[src/rtl/gray_step_monitor.sv]
// Synchronises a gray-coded count into the local clock domain, converts it to binary and
// classifies every change as a legal +1/-1 step or an illegal jump, with error statistics.
module gray_step_monitor #(
  parameter int bits        = 8,
  parameter int sync_stages = 2,
  parameter int err_bits    = 8
) (
  input  logic                clk,
  input  logic                resn,
  input  logic [bits-1:0]     gray_in,
  input  logic                clear,
  output logic                valid,
  output logic [bits-1:0]     bin_out,
  output logic                step,
  output logic                dir,
  output logic                err,
  output logic                err_sticky,
  output logic [err_bits-1:0] err_count
);

  localparam int cnt_w = $clog2(sync_stages + 1);
  localparam logic [cnt_w-1:0] wait_last = cnt_w'(sync_stages);

  typedef enum logic {INIT, TRACK} state_t;

  state_t            state, state_d;
  logic [cnt_w-1:0]  wait_cnt;
  logic [bits-1:0]   sync_q [sync_stages];
  logic [bits-1:0]   g, b, prev_bin, prev_up, prev_dn;
  logic              capture, is_up, is_dn, is_bad;

  // gray_in may be asynchronous: only the last stage is ever compared
  always_ff @(posedge clk or negedge resn) begin
    if (!resn) begin
      for (int i = 0; i < sync_stages; i++) sync_q[i] <= '0;
    end else begin
      sync_q[0] <= gray_in;
      for (int i = 1; i < sync_stages; i++) sync_q[i] <= sync_q[i-1];
    end
  end

  assign g = sync_q[sync_stages-1];

  // b[i] is the xor of every gray bit at or above position i
  always_comb begin
    b = '0;
    for (int i = 0; i < bits; i++) b[i] = ^(g >> i);
  end

  always_ff @(posedge clk or negedge resn) begin
    if (!resn) state <= INIT;
    else       state <= state_d;
  end

  always_comb begin
    state_d = state;
    if (state == INIT && wait_cnt == wait_last) state_d = TRACK;
  end

  always_comb begin
    prev_up = prev_bin + bits'(1);
    prev_dn = prev_bin - bits'(1);
    capture = (state == INIT) && (wait_cnt == wait_last);
    is_up   = (state == TRACK) && (b == prev_up);
    is_dn   = (state == TRACK) && (b == prev_dn);
    is_bad  = (state == TRACK) && (b != prev_bin) && !is_up && !is_dn;
  end

  always_ff @(posedge clk or negedge resn) begin
    if (!resn) begin
      wait_cnt   <= '0;
      prev_bin   <= '0;
      valid      <= 1'b0;
      bin_out    <= '0;
      step       <= 1'b0;
      dir        <= 1'b0;
      err        <= 1'b0;
      err_sticky <= 1'b0;
      err_count  <= '0;
    end else begin
      step <= is_up | is_dn;
      err  <= is_bad;
      if (state == INIT && !capture) wait_cnt <= wait_cnt + 1'b1;
      if (capture) valid <= 1'b1;
      // illegal jumps still resync so one glitch produces one error, not a stream
      if (capture || is_up || is_dn || is_bad) begin
        prev_bin <= b;
        bin_out  <= b;
      end
      if (is_up) dir <= 1'b1;
      if (is_dn) dir <= 1'b0;
      // a clear coinciding with an error keeps that error as the first new event
      if (clear) begin
        err_sticky <= is_bad;
        err_count  <= is_bad ? err_bits'(1) : '0;
      end else if (is_bad) begin
        err_sticky <= 1'b1;
        if (err_count != '1) err_count <= err_count + err_bits'(1);
      end
    end
  end

endmodule

[config.mk]
export PLATFORM = sky130hd
export DESIGN_NAME = gray_step_monitor
export DESIGN_NICKNAME = d
export VERILOG_FILES = /design/src/rtl/gray_step_monitor.sv
export SDC_FILE = /design/constraint.sdc
export NUM_CORES = 1
export LEC_CHECK = 0
export CORE_MARGIN = 2
export CORE_UTILIZATION = 46
export CTS_CLUSTER_SIZE = 24
export DETAILED_ROUTE_END_ITERATION = 10
export PLACE_DENSITY = 0.8
export SYNTH_ARGS = -nofsm -noshare
export SYNTH_HDL_FRONTEND = slang
export SYNTH_SLANG_ARGS = --single-unit
[constraint.sdc]
create_clock -name clk -period 4.35 [get_ports clk]
set_input_delay 0.87 -clock clk [delete_from_list [all_inputs] [get_ports clk]]
set_output_delay 0.87 -clock clk [all_outputs]
set_load 0.02 [all_outputs]
After elaboration in Yosys (flattened, before gate mapping)
Index checks and enable logic that the tools add are counted.

word-level totals
  register bits = 39
  input bits = 11
  output and inout bits = 21
  logic and storage cells = 54

cells by class
  add/subtract/negate cells = 4
  equal/unequal tests = 5
  muxes and demuxes = 8
  bitwise logic cells = 2
  reduce and logical (&&, ||, !) cells = 25

operators with widths
  cell                 count
  $reduce_xor 8->1     8
  $mux 8               3
  $add 8x1->8 const B  2
  $eq 8x8->1           2
  $ne 8x8->1           1
  $ne 8x8->1 const B   1
  $sub 8x1->8 const B  1
  $logic_and 1x1->1    7
  $reduce_bool 2->1    3
  $mux 1               5
  $logic_not 1->1      3
  $logic_or 1x1->1     3
  $add 2x1->2 const B  1
  $eq 2x2->1 const B   1
  $reduce_and 2->1     1
  $not 1->1            1
  $or 1x1->1           1

Depth between registers and ports, before layout
  depth in word-level cells = 8
  gate-level depth with buffers = 11
  mapped depth without buffers = 10

Worst setup path before layout
OpenSTA, ideal clock, no wires.

  path kind = flip-flop to flip-flop
  start = register prev_bin[0]
  end = register err_count[5]
  library setup time = 0.128 ns
  data arrival time = 2.650 ns
  required time = 4.222 ns
  path slack = 1.573 ns
  cell stages (with the launch flop) = 11
  buffers on the path = 0
  clock period less this slack = 2.777 ns
  path through = dfrtp_1 inv_1 ha_1 xor2_1 xnor2_1 or4_1 o211ai_1 nand4_1 o211ai_4 nor4_2 mux2_1

between the ends
  cells in the longest elaborated chain, start to end = 8
  elaborated cells on any way between the ends = 14
  classes of those cells = add/sub: 2; eq/ne: 3; reduce/logical: 9

RTL lines
  item                                    RTL line  RTL
  start, declared                         29        logic [bits-1:0] g, b, prev_bin, prev_up, prev_dn;
  start signal, assigned                  72        prev_bin <= '0;
  start signal, assigned                  87        prev_bin <= b;
  $add 8x1->8                             61        prev_up = prev_bin + bits'(1);
  $eq 8x8->1                              64        is_up = (state == TRACK) && (b == prev_up);
  $logic_and 1x1->1                       64
  $logic_not 1->1                         66        is_bad = (state == TRACK) && (b != prev_bin) && !is_up && !is_dn;
  $logic_and 1x1->1                       66
  $logic_and 1x1->1 (*)                   66
  $reduce_bool 2->1 (no source line) (*)  -
  $reduce_and 2->1 (no source line) (*)   -
  end signal, assigned                    95        err_count <= is_bad ? err_bits'(1) : '0;
  end signal, assigned                    98        if (err_count != '1) err_count <= err_count + err_bits'(1);
  end, declared                           18        output logic [err_bits-1:0] err_count

Every way passes the cells marked *; elsewhere a longest branch is shown, timed or not.
A chain may end at the register's enable or synchronous reset.

Worst setup path after layout
  start = register sync_q, in the netlist g[7]
  end = register err_count[5]

between the ends
  cells in the longest elaborated chain, start to end = 8
  elaborated cells on any way between the ends = 20
  classes of those cells = eq/ne: 3; reduce/logical: 17

RTL lines
  item                                    RTL line  RTL
  start, declared                         28        logic [bits-1:0] sync_q [sync_stages];
  $reduce_xor 8->1                        47        for (int i = 0; i < bits; i++) b[i] = ^(g >> i);
  $eq 8x8->1                              64
  $logic_and 1x1->1                       64
  $logic_not 1->1                         66
  $logic_and 1x1->1                       66
  $logic_and 1x1->1 (*)                   66
  $reduce_bool 2->1 (no source line) (*)  -
  $reduce_and 2->1 (no source line) (*)   -

Marked as above.

==> metrics <==
status=finished, final reports clean; syn_area_per_cell=10.3 sq um; most frequent CP cell=xnor2_1; fmax=a little over 300 MHz; Row Count=26; Synth Register Bits=39; clk_lat worst skew=~290 ps; fin. max-slew vios=0; cts repair resizes=0; Worst Hold Class=register to register; skew final=5.56 ps; Unique masters post-synth=60; post-synth top area share=around two fifths; Synth Cell Area=around 2400 sq um; Worst Tran Pin Value=around 830 ps; gr ovfl total=0; commonest register cell after synthesis=dfrtp_1; Post-CTS Setup Repair Bufs=0; Synth-to-Final Area Change=19.2%; fin crit share=roughly 74%; Seq/Total Area, Yosys=around two fifths; total track usage=18.2%; wire length per cell=between 10 and 15 microns; I/O Buffers=31; # DRC=0; DRT iter0 DRCs=roughly 130; maximum buffer depth of the clock tree=2; Worst path max stage delay=600 ps; post-route ant nets=0; Starting Density=between 40% and 50%; clock sinks=39; final WL=roughly 4600 microns; FF-to-FF setup slack=1140 ps; Post-Synthesis Cells=around 230; CP Cell Sequence=xnor2_1 -> xnor2_1 -> nand2_1 -> mux4_2 -> or4_4 -> o211ai_4 -> nor4_2 -> mux2_1; slowest cell on the critical path=dfrtp_1; maximum vdd drop=about 0.23 mV; DP HPWL=3430 microns; EDFF count, synth=0; Pre-antenna DRT Iters=4; Crit Reg-Reg Endpoint=err_count[5]; arrival time worst endpoint=around 3400 ps; CTS tree=done; die height=75.6 microns; unrepaired setup endpoints after global routing=false; initial antenna violation count=0; Final nets=270; via/cell ratio=5.37; H-tree depth=2; most frequent cells in the layout=dfrtp_1, clkdlybuf4s50_1, xnor2_1; power per cell area=around 470 nW/um^2; # setup viols final=0; Hold Path End=g[6]; most common cell after layout, fill and taps aside=dfrtp_1; Synth Net Count=roughly 240; cell depth of the worst flop-to-flop path=8; Clock Tree Root=clkbuf_8; cts hold-fix bufs=0; leakage=approximately 1.1 nW; Final GP Congestion=0.891; Synth area leader=dfrtp_1; endpoint class of the critical path=register; vias in the first global route=1684; max-cap violation count=0; CP Launch Type=register; Worst EP required=around 4500 ps; Clock transition at path regs=70 ps; Bufs and invs on worst path=0; CP top delay family=XOR/XNOR gates; core area=5040 sq um; # IOs=32; total negative slack=0 ps; Yosys warnings=0; Worst slew margin=between 40 and 50%; die width=75.6 microns; Tmin final=around 3200 ps; Hold Path Origin=sync_q[14]; R2R Path Start=g[7]; layout cell share with drive strength beyond 1=roughly 13%; diodes inserted=0; largest cells by area after synthesis=dfrtp_1, xnor2_1, nand2_1, xor2_1, nor2_1; Synth async-reset ratio=100%; die area=roughly 5700 sq um; pin count of the biggest net entering global routing=40; CP Class=register to register; crit-path max FO=15; vias=around 1700; Hold Fails Final Rpt=0; global-route wire length before repair=just under 8000 microns; final hold slack=349 ps; hold path depth=0; total CTS buffers=5
[worst max path at each step]
| stage | from | endpoint | slack, ps | depth (start not counted) |
|---|---|---|---|---|
| 2_1_floorplan | prev_bin[0] | err_count[5] | 1570 | 10 |
| 3_3_place_gp | g[7] | err_count[5] | 1320 | 8 |
| 3_5_place_dp | g[7] | err_count[5] | 1160 | 8 |
| 4_1_cts | g[7] | err_count[5] | 1120 | 8 |
| 5_1_grt | g[7] | err_count[5] | 900 | 8 |
| 6_report | g[7] | err_count[5] | 1140 | 8 |
[kinds of logic (layout without fill, tap and decap cells)]
kind of cell	Yosys count	in the layout	synth area share (%)
flip-flops	39	39	41.4
adder cells (fa/ha/maj)	4	4	2.12
buffers and inverters	21	49	4.19
multiplexers	9	9	4.77
XOR/XNOR	35	35	17.1
AND/OR/NAND/NOR	82	82	18.9
AO/OA/AOI/OAI	38	38	11.6
[power by group]
group | switching [mW] | total [mW] | internal, mW | leakage, nW
Combinational | 0.271 | 0.528 | 0.256 | 0.603
Clock | 0.120 | 0.306 | 0.185 | 0.0612
Sequential | 0.0765 | 0.482 | 0.405 | 0.462
Total | 0.468 | 1.32 | 0.847 | 1.13
[area by class of cell]
cell class	instances	area (sq um)
Clock buffer	6	82.6
Multi-Input combinational cell	168	1280
Sequential cell	39	976
Timing Repair Buffer	32	313
Fill cell	424	2230
Tap cell	70	87.6
Inverter	9	33.8
Clock inverter	2	35.0
[layer usage]
layer  track usage [%]  share of wire [%]
met4              6.24                1.1
met2              29.5                 51
met5                 0                  0
met3              3.97                5.6
met1              24.4                 42
[stage by stage]
stage	util, %	power [mW]	instances	instance area [sq um]	setup slack, ps
2_1_floorplan	-	0.854	228	2360	1570
3_3_place_gp	53.4	1.00	318	2700	1320
3_5_place_dp	53.4	1.01	318	2700	1160
4_1_cts	55.8	1.33	326	2810	1120
5_1_grt	55.8	1.40	326	2810	897
6_report	55.8	1.32	326	2810	1140
[cell usage after synthesis (3+ instances only)]
cell type and number:
nor2_1 15, nand2_1 19, xnor2_1 20, nand3_1 8
mux2_2 3, o21ai_0 11, mux2i_1 3, o31ai_1 4
clkbuf_1 8, nor3_1 3, xor2_1 7, a21oi_1 7
nand4_1 3, or4_1 3, xnor2_2 3, dfrtp_1 39
nand2b_1 5, or3_1 6, nor2b_1 3, inv_1 9
ha_1 4
[state kept, by name, summed over array words and instances (netlist names)]
| name | flops |
|---|---|
| dir | 1 |
| sync_q | 8 |
| err_sticky | 1 |
| prev_bin | 8 |
| err | 1 |
| err_count | 8 |
| step | 1 |
| state | 1 |
| g | 8 |
| wait_cnt | 2 |
Note: power is estimated with default switching activity, not from simulation.
